## config.mk

```make
export PLATFORM = sky130hd
export DESIGN_NAME = exception_unit_flat
export DESIGN_NICKNAME = d
export VERILOG_FILES = /design/src/rtl/exception_unit_pkg.sv /design/src/rtl/exception_unit_if.sv /design/src/rtl/exception_unit_irq_sync.sv /design/src/rtl/exception_unit.sv /design/src/flat_wrapper.sv
export SDC_FILE = /design/constraint.sdc
export NUM_CORES = 1
export LEC_CHECK = 0
export CORE_UTILIZATION = 60
export DETAILED_ROUTE_END_ITERATION = 10
export DONT_BUFFER_PORTS = 1
export PLACE_DENSITY = 0.76
export SLEW_MARGIN = 20
export SYNTH_ARGS = -nofsm -noshare
export SYNTH_HDL_FRONTEND = slang
export SYNTH_SLANG_ARGS = --single-unit
```

## constraint.sdc

```tcl
create_clock -name clk -period 3.3 [get_ports clk]
set_input_delay 0.165 -clock clk [delete_from_list [all_inputs] [get_ports clk]]
set_output_delay 0.165 -clock clk [all_outputs]
set_load 0.005 [all_outputs]
```

## src/rtl/exception_unit_pkg.sv

```systemverilog
// exceptionGroup: shared types and constants for the exception unit.
//   state_e       - handler state (IDLE / ACTIVE)
//   NUM_SOURCES   - total pending sources (8 internal + 8 external)
//   IRQ_BASE      - index of the first external interrupt source
//   VECTOR_STRIDE - byte distance between vector table entries
//   lowest_index  - fixed-priority pick, lowest set bit wins
package exceptionGroup;

  localparam int NUM_SOURCES   = 16;
  localparam int IRQ_BASE      = 8;
  localparam int VECTOR_STRIDE = 4;
  localparam int NUM_IRQ       = NUM_SOURCES - IRQ_BASE;
  localparam int IDX_W         = $clog2(NUM_SOURCES);

  typedef enum logic {
    IDLE   = 1'b0,
    ACTIVE = 1'b1
  } state_e;

  function automatic logic [IDX_W-1:0] lowest_index(input logic [NUM_SOURCES-1:0] bits);
    logic [IDX_W-1:0] idx;
    idx = '0;
    // Scan downward so the last hit is the lowest index.
    for (int i = NUM_SOURCES - 1; i >= 0; i--) begin
      if (bits[i]) idx = IDX_W'(i);
    end
    return idx;
  endfunction

endpackage

```

## src/rtl/exception_unit_if.sv

```systemverilog
// exception_unit_if: core/system-side bundle of the exception unit.
//   master - core and system register block (drives requests, irq, config, ack/return)
//   slave  - the exception unit (drives pending/cause/vector/status)
interface exception_unit_if;
  import exceptionGroup::*;

  logic [15:0] exceptionRequest;
  logic [7:0]  irq;
  logic        interruptEnable;
  logic [15:0] exceptionMask;
  logic [31:0] isrBaseAddress;
  logic        exceptionAck;
  logic        exceptionReturn;
  logic        exceptionPending;
  logic [4:0]  cause;
  logic [31:0] vectorAddress;
  logic        inException;
  logic [15:0] pendingBits;

  modport master (
    output exceptionRequest, irq, interruptEnable, exceptionMask, isrBaseAddress,
           exceptionAck, exceptionReturn,
    input  exceptionPending, cause, vectorAddress, inException, pendingBits
  );

  modport slave (
    input  exceptionRequest, irq, interruptEnable, exceptionMask, isrBaseAddress,
           exceptionAck, exceptionReturn,
    output exceptionPending, cause, vectorAddress, inException, pendingBits
  );

endinterface

```

## src/rtl/exception_unit_irq_sync.sv

```systemverilog
// irq_sync: per-line 2-flop synchronizer plus rising-edge detector.
//   clk, reset - system clock, async active-high reset
//   irq_i      - asynchronous interrupt levels
//   rise_o     - one-cycle pulse per line on a synchronized 0->1 transition
module irq_sync #(
  parameter int WIDTH = 8
) (
  input  logic             clk,
  input  logic             reset,
  input  logic [WIDTH-1:0] irq_i,
  output logic [WIDTH-1:0] rise_o
);

  logic [WIDTH-1:0] meta_q;
  logic [WIDTH-1:0] sync_q;
  logic [WIDTH-1:0] prev_q;
  logic [2:0]       arm_q;

  always_ff @(posedge clk or posedge reset) begin
    if (reset) begin
      meta_q <= '0;
      sync_q <= '0;
      prev_q <= '0;
      arm_q  <= '0;
    end else begin
      meta_q <= irq_i;
      sync_q <= meta_q;
      prev_q <= sync_q;
      arm_q  <= {arm_q[1:0], 1'b1};
    end
  end

  // The flops restart at 0, so a line already high at reset release would look
  // like a rising edge. Edges are only reported once prev_q holds a genuine
  // post-reset sample (three clocks after release).
  assign rise_o = arm_q[2] ? (sync_q & ~prev_q) : '0;

endmodule

```

## src/rtl/exception_unit.sv

```systemverilog
// exception_unit: collects internal exception pulses and external interrupt
// edges into sticky pending bits, arbitrates by fixed priority (lowest index)
// and hands one exception at a time to the core.
//   clk, reset - system clock, async active-high reset
//   bus        - exception_unit_if.slave: requests, irq, enable, mask, vector
//                base, ack/return in; pending, cause, vector, status out
module exception_unit
  import exceptionGroup::*;
(
  input  logic              clk,
  input  logic              reset,
  exception_unit_if.slave   bus
);

  state_e                 state_q, state_d;
  logic [NUM_SOURCES-1:0] pend_q, pend_d;
  logic [4:0]             cause_q, cause_d;
  logic [31:0]            vec_q, vec_d;

  logic [NUM_IRQ-1:0]     irq_rise;
  logic [NUM_SOURCES-1:0] set_vec;
  logic [NUM_SOURCES-1:0] eligible;
  logic [IDX_W-1:0]       win_idx;
  logic                   any_eligible;
  logic                   accept;

  irq_sync #(.WIDTH(NUM_IRQ)) u_irq_sync (
    .clk    (clk),
    .reset  (reset),
    .irq_i  (bus.irq),
    .rise_o (irq_rise)
  );

  assign set_vec      = {irq_rise, bus.exceptionRequest[IRQ_BASE-1:0]};
  assign eligible     = pend_q & ~bus.exceptionMask
                        & {{NUM_IRQ{bus.interruptEnable}}, {IRQ_BASE{1'b1}}};
  assign any_eligible = |eligible;
  assign win_idx      = lowest_index(eligible);
  assign accept       = (state_q == IDLE) && any_eligible && bus.exceptionAck;

  always_comb begin
    state_d = state_q;
    pend_d  = pend_q;
    cause_d = cause_q;
    vec_d   = vec_q;
    case (state_q)
      IDLE: begin
        if (accept) begin
          state_d         = ACTIVE;
          cause_d         = {1'b0, win_idx};
          vec_d           = bus.isrBaseAddress + 32'(win_idx) * 32'(VECTOR_STRIDE);
          pend_d[win_idx] = 1'b0;
        end
      end
      ACTIVE: begin
        if (bus.exceptionReturn) state_d = IDLE;
      end
      default: state_d = IDLE;
    endcase
    // Applied after the ack clear so a same-cycle re-request keeps the bit set.
    pend_d = pend_d | set_vec;
  end

  always_ff @(posedge clk or posedge reset) begin
    if (reset) begin
      state_q <= IDLE;
      pend_q  <= '0;
      cause_q <= '0;
      vec_q   <= 32'd4;
    end else begin
      state_q <= state_d;
      pend_q  <= pend_d;
      cause_q <= cause_d;
      vec_q   <= vec_d;
    end
  end

  assign bus.exceptionPending = (state_q == IDLE) && any_eligible;
  assign bus.cause            = cause_q;
  assign bus.vectorAddress    = vec_q;
  assign bus.inException      = (state_q == ACTIVE);
  assign bus.pendingBits      = pend_q;

endmodule

```

## src/flat_wrapper.sv

```systemverilog
// flat-port wrapper written by rule: the top's interface ports become plain ports
module exception_unit_flat import exceptionGroup::*;
  (clk, reset, bus_exceptionRequest, bus_irq, bus_interruptEnable, bus_exceptionMask, bus_isrBaseAddress, bus_exceptionAck, bus_exceptionReturn, bus_exceptionPending, bus_cause, bus_vectorAddress, bus_inException, bus_pendingBits);
  exception_unit_if bus_i ();
  input  logic clk;
  input  logic reset;
  input wire logic [$bits(bus_i.exceptionRequest)-1:0] bus_exceptionRequest;
  input wire logic [$bits(bus_i.irq)-1:0] bus_irq;
  input wire logic [$bits(bus_i.interruptEnable)-1:0] bus_interruptEnable;
  input wire logic [$bits(bus_i.exceptionMask)-1:0] bus_exceptionMask;
  input wire logic [$bits(bus_i.isrBaseAddress)-1:0] bus_isrBaseAddress;
  input wire logic [$bits(bus_i.exceptionAck)-1:0] bus_exceptionAck;
  input wire logic [$bits(bus_i.exceptionReturn)-1:0] bus_exceptionReturn;
  output wire logic [$bits(bus_i.exceptionPending)-1:0] bus_exceptionPending;
  output wire logic [$bits(bus_i.cause)-1:0] bus_cause;
  output wire logic [$bits(bus_i.vectorAddress)-1:0] bus_vectorAddress;
  output wire logic [$bits(bus_i.inException)-1:0] bus_inException;
  output wire logic [$bits(bus_i.pendingBits)-1:0] bus_pendingBits;
  assign bus_i.exceptionRequest = bus_exceptionRequest;
  assign bus_i.irq = bus_irq;
  assign bus_i.interruptEnable = bus_interruptEnable;
  assign bus_i.exceptionMask = bus_exceptionMask;
  assign bus_i.isrBaseAddress = bus_isrBaseAddress;
  assign bus_i.exceptionAck = bus_exceptionAck;
  assign bus_i.exceptionReturn = bus_exceptionReturn;
  assign bus_exceptionPending = bus_i.exceptionPending;
  assign bus_cause = bus_i.cause;
  assign bus_vectorAddress = bus_i.vectorAddress;
  assign bus_inException = bus_i.inException;
  assign bus_pendingBits = bus_i.pendingBits;
  exception_unit u_core (.clk(clk), .reset(reset), .bus(bus_i));
endmodule
```

==> flow_metrics.tcl, run 1 <==
set metrics [dict create \
    outcome "finished, final reports clean" \
    grt_pass1_vias 2688 \
    synth.ff_latch_count 80 \
    synth_area_per_cell_um2 10.3 \
    grt_remaining_overflow 0 \
    dr.pass1.iters 4 \
    crit_fanout 6 \
    synth_edf_count 0 \
    drv_cap 0 \
    vias_per_cell 5.74 \
    cts.path.max_buffers 2 \
    fmax_mhz 329 \
    diodes 0 \
    critPathRequiredTime_ns 3.51 \
    place_ws_ns 0.171 \
    cts_root_buf "clkbuf_8" \
    place_congestion 0.867 \
    seq_area_um2 2000 \
    min_path_type "primary input to register" \
    hold_violations 0 \
    power.density_nw_per_um2 524 \
    cts_made_buffers 9 \
    core_region_area_um2 5990 \
    report.final.slew_viol_count 0 \
    ys_seq_area_frac 0.534 \
    slew-limit-headroom 0.380 \
    multiInputGateArea_um2 1680 \
    io_pins 132 \
    dp_hpwl_um 5420 \
    first_iter_violations 137 \
    hp-start "bus_isrBaseAddress[10]" \
    grt_max_degree 55 \
    track_usage 0.243 \
    drtAntennaViolNets 0 \
    area.growth.synth_to_final_pct 16.1 \
    vias 2759 \
    r2r-start "u_core.bus.pendingBits[8]$_DFF_PP0_" \
    synthArstFlopShare 1.00 \
    drt-wirelength-per-cell_um 16.4 \
    tightest_slew_ns 0.930 \
    worstPathArrival_ns 3.25 \
    cts_tree "yes" \
    rsz0062_at_grt "false" \
    clk_pin_slew_worst_paths_ns 0.09 \
    finalSetupViolations 0 \
    fillCellCount 425 \
    worstSetupPathType "register to register" \
    yosysWarnings 0 \
    cp-startpoint "u_core.bus.pendingBits[8]$_DFF_PP0_" \
    portBuffers 0 \
    ir_drop_v 0.000370 \
    wl_um 7890 \
    setup_tns_ns 0 \
    synth_nets 447 \
    clock_skew_ns 0.0165 \
    drive_gt1_frac 0.121 \
    rows 28 \
    timing.final.ws_setup_ns 0.263 \
    start_util 0.626 \
    clock_sinks 80 \
    grt_first_pass_wirelength_um 12000 \
    cts_max_level 3 \
    num-nets-final 483 \
    synth_flop_cell "dfrtp_1" \
    clk_latency_ns 0.35 \
    antenna_found_initial 0 \
    syn_inst 365 \
    whs_endpoint "u_core.bus.vectorAddress[10]$_DFFE_PP0P_" \
    fin_crit_sh 0.920 \
    die-area_um2 6570 \
    fp.dieH_um 81.0 \
    p_leak_uw 0.00176 \
    start_kind "register" \
    r2r_end "u_core.bus.vectorAddress[23]$_DFFE_PP0P_" \
    fp.dieW_um 81.0 \
    synth_cell_type_count 52 \
    synth_area_um2 3750 \
    reg2reg_depth 12 \
    final.min_clock_period_ns 3.04 \
    drc 0 \
    r2r_slack_ns 0.26 \
    cp-end-kind "register" \
    min_path_cells 2 \
]
[how the worst max path moves through the flow]
stage	slack [ns]	to	depth (start not counted)
after global routing	0.03	u_core.bus.vectorAddress[23]$_DFFE_PP0P_	12
after global placement	0.23	u_core.bus.vectorAddress[22]$_DFFE_PP0P_	15
final	0.26	u_core.bus.vectorAddress[23]$_DFFE_PP0P_	12
after CTS	0.12	u_core.bus.vectorAddress[19]$_DFFE_PP0P_	12
after detailed placement	0.17	u_core.bus.vectorAddress[22]$_DFFE_PP0P_	15
after floorplan	0.31	u_core.bus.vectorAddress[22]$_DFFE_PP0P_	14
[critical path: stages, from the launching register on]
cell     delay, ns
dfrtp_1       0.43
nor2b_4       0.15
o41a_1        0.49
nor2_1        0.17
nor2_1        0.07
nor2_1        0.12
ha_1          0.22
o21ai_0       0.12
o21ai_0       0.28
nor3b_4       0.38
and4_1        0.26
xnor2_1       0.12
a21oi_1       0.08
[registers in the layout (all words and copies together) (netlist names)]
register,flops
u_core.u_irq_sync.meta_q,8
u_core.u_irq_sync.arm_q,3
u_core.u_irq_sync.prev_q,8
u_core.bus.inException,1
u_core.bus.cause,4
u_core.bus.pendingBits,16
u_core.u_irq_sync.sync_q,8
u_core.bus.vectorAddress,32
[Yosys cell counts (3+ instances only)]
| cell | number | area (um2) |
|---|---|---|
| mux2_4 | 3 | 45.0 |
| nor2_1 | 59 | 221 |
| nor2b_1 | 13 | 81.3 |
| nand2_1 | 27 | 101 |
| o21ai_0 | 6 | 30.0 |
| xnor2_1 | 15 | 131 |
| ha_1 | 4 | 50.1 |
| nand3b_1 | 7 | 52.6 |
| buf_6 | 3 | 33.8 |
| nand2b_1 | 9 | 56.3 |
| xor2_1 | 13 | 114 |
| inv_1 | 9 | 33.8 |
| o31ai_1 | 7 | 52.6 |
| nand4_1 | 5 | 31.3 |
| nand3_1 | 5 | 25.0 |
| and3_1 | 11 | 68.8 |
| o211ai_1 | 3 | 22.5 |
| dfrtp_1 | 79 | 1980 |
| a21oi_1 | 40 | 200 |
| mux2_2 | 4 | 45.0 |
| clkbuf_1 | 5 | 18.8 |
[per-layer routing]
metal  up-vias  share of wire  global-route usage  wire length [um]
met2       112           0.50               0.405              3930
li1       1321              -                   -                 -
met3        11          0.062              0.0551               491
met1      1315           0.42               0.301              3330
met5         -              0                   0                 0
met4         0          0.017               0.113               133
[area by class of cell]
| cell class | count | area share |
|---|---|---|
| Sequential cell | 80 | 0.460 |
| Multi-Input combinational cell | 265 | 0.386 |
| Timing Repair Buffer | 35 | 0.0747 |
| Clock buffer | 10 | 0.0316 |
| Tap cell | 75 | 0.0216 |
| Clock inverter | 6 | 0.0170 |
| Inverter | 10 | 0.00891 |
[timing repair]
item                                    in CTS  in global routing
resized for setup                            0                  8
endpoints found under the hold margin       76                  0
hold buffers                                25                  0
setup buffers                                0                  0
endpoints found under the setup margin       0                 14
[per-stage QoR]
stage	utilization	cells	hold slack (ns)	instance area, um2	total power (uW)
after detailed placement	0.644	440	0.196	3860	1510
after global routing	0.727	481	0.000959	4350	2390
final	0.727	481	0.0154	4350	2280
after floorplan	-	365	0.196	3750	1430
after global placement	0.644	440	0.196	3860	1500
after CTS	0.721	481	0.00278	4320	2300
[layout by cell type (no fill, tap or decap), types with 3 or more instances in the layout]
| cell | instances |
|---|---|
| a21oi_1 | 40 |
| and3_1 | 11 |
| buf_4 | 10 |
| clkbuf_8 | 10 |
| dfrtp_1 | 79 |
| dlygate4sd3_1 | 25 |
| ha_1 | 4 |
| inv_1 | 8 |
| mux2_2 | 4 |
| mux2_4 | 3 |
| nand2_1 | 27 |
| nand2b_1 | 9 |
| nand3_1 | 5 |
| nand3b_1 | 7 |
| nand4_1 | 5 |
| nor2_1 | 59 |
| nor2b_1 | 10 |
| nor2b_4 | 3 |
| o211ai_1 | 3 |
| o21ai_0 | 5 |
| o31ai_1 | 7 |
| xnor2_1 | 15 |
| xor2_1 | 13 |
[report_power, final]
group,internal [uW],switching [uW],total (uW)
sequential,1110,96.9,1200
combinational,147,169,316
clock,381,381,762
total,1630,647,2280
[logic make-up (layout without fill, tap and decap cells)]
kind of cell             count (synthesis)  in the layout  share of synthesized area
XOR/XNOR                                28             28                     0.0654
AND/OR/NAND/NOR                        151            151                      0.207
AO/OA/AOI/OAI                           72             72                      0.121
buffers and inverters                   20             61                     0.0270
other                                    2              2                    0.00200
adder cells (fa/ha/maj)                  5              5                     0.0187
multiplexers                             7              7                     0.0240
flip-flops                              80             80                      0.534
(Power assumes the default switching activity.)
==> run 2: changes to the inputs <==
--- a/config.mk
+++ b/config.mk
@@ -5,10 +5,12 @@
 export SDC_FILE = /design/constraint.sdc
 export NUM_CORES = 1
 export LEC_CHECK = 0
+export CORE_ASPECT_RATIO = 0.75
 export CORE_UTILIZATION = 60
 export DETAILED_ROUTE_END_ITERATION = 10
 export DONT_BUFFER_PORTS = 1
 export PLACE_DENSITY = 0.76
+export SETUP_SLACK_MARGIN = 0.5
 export SLEW_MARGIN = 20
 export SYNTH_ARGS = -nofsm -noshare
 export SYNTH_HDL_FRONTEND = slang
==> flow_metrics.tcl, run 2 (same netlist as run 1, synthesis figures left out) <==
set metrics [dict create \
    placed_area_um2 3890 \
    hold_slack_ns 0.000772 \
    drive_gt1_frac 0.278 \
    final.min_clock_period_ns 2.86 \
    crit_fanout 6 \
    hold_violations 0 \
    clk_latency_ns 0.36 \
    drc 0 \
    slew-limit-headroom 0.494 \
    grt_pass1_vias 3009 \
    report.final.slew_viol_count 0 \
    fin_area_um2 4940 \
    fmax_mhz 350 \
    worstPathArrival_ns 3.09 \
    path_buf_inv 3 \
    clock_sinks 80 \
    layout_common_cells "dfrtp_1 (76), nor2_1 (53), a21oi_1 (38)" \
    fp.dieW_um 93.3 \
    path_cells "nor2b_2 -> o211ai_1 -> nor2_1 -> a32oi_2 -> inv_2 -> ha_4 -> inv_2 -> fa_2 -> nor2b_2 -> o21ai_2 -> a211oi_2 -> buf_4 -> and3_4 -> xnor2_1 -> a21oi_1" \
    io_pins 132 \
    r2r-start "u_core.bus.pendingBits[5]$_DFF_PP0_" \
    largest_register_ffs 32 \
    fin_crit_sh 0.866 \
    dr.pass1.iters 4 \
    rows 24 \
    cp_top_family "simple AND/OR/NAND/NOR gates" \
    drt-wirelength-per-cell_um 18.5 \
    power.density_nw_per_um2 499 \
    portBuffers 0 \
    min_path_type "primary input to register" \
    area.growth.synth_to_final_pct 31.7 \
    grt_remaining_overflow 0 \
    tightest_slew_ns 0.758 \
    core_region_area_um2 5920 \
    cts_made_buffers 9 \
    die-area_um2 6570 \
    vias_per_cell 5.77 \
    cts.path.max_buffers 2 \
    cp-end-kind "register" \
    crit_slowest_cell "dfrtp_1" \
    cp_slowest_stage_delay_ns 0.39 \
    finalNonFillerCells 517 \
    drtAntennaViolNets 0 \
    clk_pin_slew_worst_paths_ns 0.09 \
    start_util 0.634 \
    finalSetupViolations 0 \
    grt_max_degree 62 \
    cts_root_buf "clkbuf_8" \
    clock_skew_ns 0.0133 \
    p_leak_uw 0.00201 \
    place_congestion 0.790 \
    outcome "finished, final reports clean" \
    antenna_found_initial 0 \
    vias 2982 \
    wl_um 9540 \
    final_common_cell "dfrtp_1" \
    rsz0062_at_grt "true" \
    fp.dieH_um 70.5 \
    setup_tns_ns 0 \
    drv_cap 0 \
    power_uw 2470 \
    cts_tree "yes" \
    cp-startpoint "u_core.bus.pendingBits[5]$_DFF_PP0_" \
    num-nets-final 516 \
    worstSetupPathType "register to register" \
    placed_cells 443 \
    hp-start "bus_isrBaseAddress[24]" \
    diodes 0 \
    dp_hpwl_um 5770 \
    fillCellCount 323 \
    cts_max_level 3 \
    track_usage 0.288 \
    critPathRequiredTime_ns 3.53 \
    ir_drop_v 0.000467 \
    first_iter_violations 157 \
    start_kind "register" \
    grt_first_pass_wirelength_um 14200 \
]
-- run 2: changes by cell type in the layout (fill, tap and decap cells not counted), moves of 4 or more --
cell | before | now
and3_1 | 11 | 7
dlygate4sd3_1 | 25 | 29
and3_4 | 0 | 4
nor2_1 | 59 | 53
nor2b_1 | 10 | 5
buf_6 | 0 | 7
buf_4 | 10 | 31
-- run 2: metrics by stage --
stage | utilization | setup slack [ns]
after floorplan | - | 0.458
after global placement | 0.657 | 0.300
after detailed placement | 0.657 | 0.203
after CTS | 0.796 | 0.503
after global routing | 0.835 | 0.253
final | 0.835 | 0.443
-- run 2: layout make-up --
cell class              count  area (um2)  share of cell area
clock buffers               9         124              0.0251
clock inverters             7         109              0.0220
multi-input cells         265        1940               0.392
flip-flops and latches     80        2010               0.406
well taps                  78        97.6              0.0198
inverters                  10        42.5             0.00861
repair buffers             68         622               0.126
-- run 2: path summary, 6_finish.rpt --
check	to	depth (start not counted)	slack, ns
max in group asynchronous	u_core.bus.vectorAddress[2]$_DFFE_PP1P_	3	2.02
setup / recovery	u_core.bus.vectorAddress[22]$_DFFE_PP0P_	15	0.44
min in group asynchronous	u_core.bus.vectorAddress[0]$_DFFE_PP0P_	2	0.44
hold / removal	u_core.bus.vectorAddress[24]$_DFFE_PP0P_	2	0.0008
hold reg to reg	u_core.u_irq_sync.sync_q[1]$_DFF_PP0_	0	0.36
setup reg to reg	u_core.bus.vectorAddress[22]$_DFFE_PP0P_	15	0.44
-- run 2: routing by layer --
metal | vias up | global-route usage | wire length [um]
met1 | 1432 | 0.371 | 4180
met2 | 138 | 0.459 | 4460
li1 | 1390 | - | -
met3 | 22 | 0.0817 | 707
met4 | 0 | 0.123 | 194
met5 | - | 0 | 0
-- run 2: where the power goes --
part           internal [uW]  switching [uW]
clock network            445             398
logic                    205             215
registers               1110            98.5
-- run 2: repair_timing --
action                                  in CTS  in global routing
buffers inserted                            21                  8
endpoints found under the setup margin      24                 30
hold endpoints to repair                    88                  0
hold buffers                                29                  0
gates cloned                                 0                  0
resized for setup                           30                 39
pin swaps                                   19                 35
